===== config.mk =====
export PLATFORM = sky130hd
export DESIGN_NAME = vga_timing_gen
export DESIGN_NICKNAME = d
export VERILOG_FILES = /design/src/rtl/vga_timing_gen.sv
export SDC_FILE = /design/constraint.sdc
export NUM_CORES = 1
export LEC_CHECK = 0
export CAP_MARGIN = 20
export CORE_ASPECT_RATIO = 0.5
export CORE_MARGIN = 3
export CORE_UTILIZATION = 47
export CTS_CLUSTER_SIZE = 8
export DETAILED_ROUTE_END_ITERATION = 8
export PLACE_DENSITY = 0.87
export RECOVER_POWER = 50
export SLEW_MARGIN = 20
export SYNTH_ARGS = -nofsm -noshare
export SYNTH_HDL_FRONTEND = slang
export SYNTH_SLANG_ARGS = --single-unit

===== constraint.sdc =====
create_clock -name vga_clk -period 2.5 [get_ports vga_clk]
set_input_delay 0.5 -clock vga_clk [delete_from_list [all_inputs] [get_ports vga_clk]]
set_output_delay 0.5 -clock vga_clk [all_outputs]
set_load 0.03 [all_outputs]

===== src/rtl/vga_timing_gen.sv =====
// ----------------------------------------------------------------------------
// vga_timing_gen
//
// Pixel-timing generator that sits directly upstream of the sprite and
// palette renderers. It counts pixels (hc) and lines (vc) on vga_clk and
// produces the sync, blanking and position outputs for one pixel per cycle.
// The default parameters give 640x480 @ 60 Hz from a 25 MHz pixel clock.
//
// Optional feature (compile-time macro VGA_TIMING_FRAME_COUNT_EN):
//   when defined, a 16-bit frame_count output is added. It increments on the
//   same edge that asserts frame_start and wraps 0xFFFF -> 0. When the macro
//   is undefined the port and its counter do not exist.
//
// Ports:
//   vga_clk      in   1   pixel clock, all state on the rising edge
//   reset        in   1   asynchronous, active-high
//   hs           out  1   horizontal sync (active level = SYNC_POL), registered
//   vs           out  1   vertical sync   (active level = SYNC_POL), registered
//   blank        out  1   1 = visible pixel (colour allowed), 0 = blanking
//   DrawX        out  10  current pixel column, 0..H_TOTAL-1
//   DrawY        out  10  current line, 0..V_TOTAL-1
//   frame_start  out  1   one-cycle pulse while the position is (0,0)
//   frame_count  out  16  frames started since reset (macro builds only)
//
// All outputs come straight from flops, so renderers sampling DrawX/DrawY on
// the falling edge always see values that settled at the preceding rising edge.
// ----------------------------------------------------------------------------
module vga_timing_gen #(
    parameter int unsigned H_VISIBLE = 640,
    parameter int unsigned H_FRONT   = 16,
    parameter int unsigned H_SYNC    = 96,
    parameter int unsigned H_BACK    = 48,
    parameter int unsigned V_VISIBLE = 480,
    parameter int unsigned V_FRONT   = 10,
    parameter int unsigned V_SYNC    = 2,
    parameter int unsigned V_BACK    = 33,
    parameter bit          SYNC_POL  = 1'b0
) (
    input  logic        vga_clk,
    input  logic        reset,
    output logic        hs,
    output logic        vs,
    output logic        blank,
    output logic [9:0]  DrawX,
    output logic [9:0]  DrawY,
    output logic        frame_start
`ifdef VGA_TIMING_FRAME_COUNT_EN
    ,
    output logic [15:0] frame_count
`endif
);

    localparam int unsigned H_TOTAL = H_VISIBLE + H_FRONT + H_SYNC + H_BACK;
    localparam int unsigned V_TOTAL = V_VISIBLE + V_FRONT + V_SYNC + V_BACK;

    generate
        if (H_TOTAL > 1024 || V_TOTAL > 1024) begin : g_bad_geometry
            $error("vga_timing_gen: H_TOTAL and V_TOTAL must not exceed 1024");
        end
    endgenerate

    localparam logic [9:0] H_LAST = 10'(H_TOTAL - 1);
    localparam logic [9:0] V_LAST = 10'(V_TOTAL - 1);

    // Decode thresholds are kept one bit wider than the counters so that a
    // region ending exactly at 1024 still compares correctly.
    localparam logic [10:0] H_VIS_END  = 11'(H_VISIBLE);
    localparam logic [10:0] HS_START   = 11'(H_VISIBLE + H_FRONT);
    localparam logic [10:0] HS_END     = 11'(H_VISIBLE + H_FRONT + H_SYNC);
    localparam logic [10:0] V_VIS_END  = 11'(V_VISIBLE);
    localparam logic [10:0] VS_START   = 11'(V_VISIBLE + V_FRONT);
    localparam logic [10:0] VS_END     = 11'(V_VISIBLE + V_FRONT + V_SYNC);

    logic [9:0] hc_q, hc_d;
    logic [9:0] vc_q, vc_d;
    logic       hs_q, hs_d;
    logic       vs_q, vs_d;
    logic       blank_q, blank_d;
    logic       frame_start_q, frame_start_d;
`ifdef VGA_TIMING_FRAME_COUNT_EN
    logic [15:0] frame_count_q, frame_count_d;
`endif

    logic [10:0] hc_ext;
    logic [10:0] vc_ext;

    // Next-state counters; the decoded outputs are computed from these so the
    // registered flags describe the same pixel as the registered counters.
    always_comb begin
        hc_d = hc_q + 10'd1;
        vc_d = vc_q;
        if (hc_q == H_LAST) begin
            hc_d = 10'd0;
            if (vc_q == V_LAST) begin
                vc_d = 10'd0;
            end else begin
                vc_d = vc_q + 10'd1;
            end
        end

        hc_ext = {1'b0, hc_d};
        vc_ext = {1'b0, vc_d};

        hs_d = ~SYNC_POL;
        if (hc_ext >= HS_START && hc_ext < HS_END) begin
            hs_d = SYNC_POL;
        end

        vs_d = ~SYNC_POL;
        if (vc_ext >= VS_START && vc_ext < VS_END) begin
            vs_d = SYNC_POL;
        end

        blank_d       = (hc_ext < H_VIS_END) && (vc_ext < V_VIS_END);
        frame_start_d = (hc_d == 10'd0) && (vc_d == 10'd0);

`ifdef VGA_TIMING_FRAME_COUNT_EN
        frame_count_d = frame_count_q;
        if (frame_start_d) begin
            frame_count_d = frame_count_q + 16'd1;
        end
`endif
    end

    // Reset parks the counters on the last pixel of the frame so the first
    // edge after release lands on (0,0) with frame_start asserted.
    always_ff @(posedge vga_clk or posedge reset) begin
        if (reset) begin
            hc_q          <= H_LAST;
            vc_q          <= V_LAST;
            hs_q          <= ~SYNC_POL;
            vs_q          <= ~SYNC_POL;
            blank_q       <= 1'b0;
            frame_start_q <= 1'b0;
`ifdef VGA_TIMING_FRAME_COUNT_EN
            frame_count_q <= 16'd0;
`endif
        end else begin
            hc_q          <= hc_d;
            vc_q          <= vc_d;
            hs_q          <= hs_d;
            vs_q          <= vs_d;
            blank_q       <= blank_d;
            frame_start_q <= frame_start_d;
`ifdef VGA_TIMING_FRAME_COUNT_EN
            frame_count_q <= frame_count_d;
`endif
        end
    end

    assign DrawX       = hc_q;
    assign DrawY       = vc_q;
    assign hs          = hs_q;
    assign vs          = vs_q;
    assign blank       = blank_q;
    assign frame_start = frame_start_q;
`ifdef VGA_TIMING_FRAME_COUNT_EN
    assign frame_count = frame_count_q;
`endif

endmodule


==> summary.md, run 1 <==
| Metric | Value |
|---|---|
| Worst-skew pair later-pin latency | `280 ps` |
| Initial DRT Pass Iterations | `4` |
| Cell variety after synth | `a little over 50` |
| Diode count | `0` |
| Ys flop type | `dfstp_2` |
| CTS Buffer Depth | `2` |
| CP Buf/Inv Count | `0` |
| Vias/cell | `6.018` |
| Post-CTS Hold Buffers | `0` |
| Yosys top cell area share | `0.2125` |
| Pwr Density | `between 300 and 400 nW/um^2` |
| Io pins | `26` |
| Cells after Synth | `~160` |
| Crit-path cells | `ha_4 > nand4_1 > or3_4 > a22oi_2 > or4b_1 > nor4_2` |
| Pleak | `0.7215 nW` |
| Period utilisation layout | `0.9790` |
| Placed Cells | `221` |
| Number of max-cap violations | `0` |
| Post-synth net total | `164` |
| Remaining antenna violation count | `0` |
| CP top delay family | `simple AND/OR/NAND/NOR gates` |
| Fill count | `198` |
| Most frequent cell after synthesis | `nand2_1` |
| Layout Nets | `196` |
| Cell taking the most area after synthesis | `dfstp_2` |
| Routed via count | `about 1,400` |
| Root buffer cell | `clkbuf_8` |
| Crit. End Element | `flip-flop` |
| Non-Filler Instances | `227` |
| Critical Path Source | `DrawX[0]` |
| WP depth | `6` |
| Worst hold path type | `reg2reg` |
| DRC violation count after routing | `0` |
| Status | `finished clean` |
| Die area | `around 4000 um^2` |
| Slew Limit Headroom | `0.1200` |
| Synth area leaders | `dfstp_2 (21%), dfrtp_1 (20%), nand2_1 (3.5%), xor2_1 (3.5%), nand3_1 (3.4%)` |
| VDD IR max | `0.0002143 V` |
| Site row count | `13` |
| Wire length per cell | `16.09 um` |
| CP Data Required Time | `roughly 2700 ps` |
| Number of port buffers | `25` |
| Synthesized cell area | `1484 um^2` |
| Seq/Total Area, Yosys | `0.4148` |
| EDFF count, synth | `0` |
| FF-to-FF Start | `DrawX[0]` |
| DRT Wirelength | `roughly 3700 um` |
| Post-route setup slack | `roughly 53 ps` |
| Endpoints failing setup | `0` |
| Area occupied by registers | `615.6 um^2` |
| Starting Density | `0.5304` |
| Footprint of the multi-input gates | `approximately 830 um^2` |
| Num CTS Buffers | `3` |
| Post-layout util | `0.6816` |
| Clk slew on worst S/H paths | `100 ps` |
| HPWL after detailed placement | `between 2000 and 3000 um` |
| Synth cell count leaders | `nand2_1 (14), dfrtp_1 (12), dfstp_2 (12)` |
| Hold Vio Cnt, Final | `0` |
| CTS sink count | `24` |
| Worst Skew | `14.28 ps` |
| Async SR Flop Fraction | `1.000` |
| RSZ-0062 raised after global routing | `yes` |
| Reg-to-reg endpoint | `frame_start` |
| # H-tree levels | `1` |
| Final min period | `2447 ps` |
| Least-Margin Pin Slew | `1320 ps` |
| Highest-delay cell along the critical path | `dfstp_2` |
| Tot GR Track Use | `0.2033` |
| F_max | `0.4086 GHz` |
| Syn avg cell area | `9.333 um^2` |
| FF+latch count, synth | `24` |
| First-pass GRT wire length | `6127 um` |
| Worst slack, placed | `around 32 ps` |
| Fraction of layout cells with a size suffix above 1 | `0.2000` |
| Die Height | `between 40 and 50 um` |
| Routability cong. | `0.9278` |
| YS warnings | `0` |
| Largest net degree at the start of global routing | `25` |
| CTS tree | `yes` |
| Vias in the first global route | `1,312` |
| First DRT Iteration DRCs | `91` |
| Setup crit start kind | `flip-flop` |
| Crit path largest cell delay | `610 ps` |
| Arr. time, crit path | `2640 ps` |
| Worst Reg-to-Reg Cells | `6` |
| Max FO, Critical Path | `7` |
| Area of the core | `roughly 2800 um^2` |
| Critical path type | `reg2reg` |
| Die Span X | `85.47 um` |
| R2r setup slk | `50 ps` |
| Slew Viols, Final | `0` |
| Total grt overflow | `0` |
| Initial antenna violation count | `0` |
| Critical Path End | `frame_start` |
| Area Growth Syn to Fin | `28.50%` |
logic make-up after synthesis:
group	synth area share
compound gates	0.1164
xor+xnor	0.06492
fa+ha+maj	0.02530
buf+inv	0.04806
flops	0.4148
mux	0.02108
simple gates	0.3095
flip-flops by register name (all words and copies together) (netlist names):
register     count
blank            1
hs               1
frame_start      1
DrawY           10
DrawX           10
vs               1
final cells by class:
| class | instances | share of cell area |
|---|---|---|
| Timing Repair Buffer | 34 | 0.1647 |
| Inverter | 7 | 0.01378 |
| Sequential cell | 24 | 0.3228 |
| Clock buffer | 3 | 0.02165 |
| Clock inverter | 1 | 0.01575 |
| Multi-Input combinational cell | 121 | 0.4370 |
| Tap cell | 37 | 0.02428 |
repair_timing:
item	4_1_cts	5_1_grt
endpoints found under the setup margin	1	1
resized for setup	1	4
buffers inserted	1	1
pin swaps	0	0
how the worst min path moves through the flow:
stage,from,endpoint,slack (ps),cells past startpoint
2_1_floorplan,reset,DrawX[5],510,1
3_5_place_dp,DrawY[2],DrawY[2],530,1
6_report,DrawY[2],DrawY[2],550,1
5_1_grt,DrawX[0],DrawX[0],570,1
3_3_place_gp,DrawY[2],DrawY[2],530,1
4_1_cts,DrawY[2],DrawY[2],550,1
cell usage in the layout, fill, tap and decap left out, drive strengths merged, types with 3 or more instances in the layout:
| master | n |
|---|---|
| clkbuf | 4 |
| clkdlybuf4s50 | 24 |
| o21ai | 4 |
| or4 | 3 |
| ha | 3 |
| nor3 | 9 |
| or3 | 5 |
| nand2 | 14 |
| xor2 | 6 |
| dfrtp | 12 |
| buf | 8 |
| a21oi | 6 |
| nand2b | 3 |
| dfstp | 12 |
| nand4 | 5 |
| nor4 | 3 |
| nor2 | 10 |
| nand3 | 11 |
| inv | 7 |
| xnor2 | 5 |
through the flow:
step / power [mW] / cell area (um^2) / setup TNS, ps / hold slack, ps
floorplan: 0.4014 / 1496 / 0 / 505.7
CTS: 0.7565 / 1886 / 0 / 551.6
global route: 0.7738 / 1907 / -56.30 / 571.6
detailed placement: 0.4067 / 1800 / 0 / 534.8
global placement: 0.4062 / 1800 / 0 / 531.8
finish: 0.7536 / 1907 / 0 / 550.5
where the power goes:
part,switching (mW),total [mW],internal [mW]
combinational,0.00784,0.00928,0.00144
sequential,0,0.389,0.389
clock,0.141,0.355,0.215
metal layers:
metal  part of all wire  GRT usage  vias up
li1                   -          -      640
met2               0.47     0.3333       78
met4              0.010    0.04416        0
met1               0.44     0.2788      642
met5                  0          0        -
met3              0.078    0.04874        6
Note: power is estimated with default switching activity, not from simulation.
==> run 2: changes to the inputs <==
CAP_MARGIN = not set   (was 20)
==> results of run 2 <==
Same layout as run 1: the final DEF is identical, and so are final timing and power.
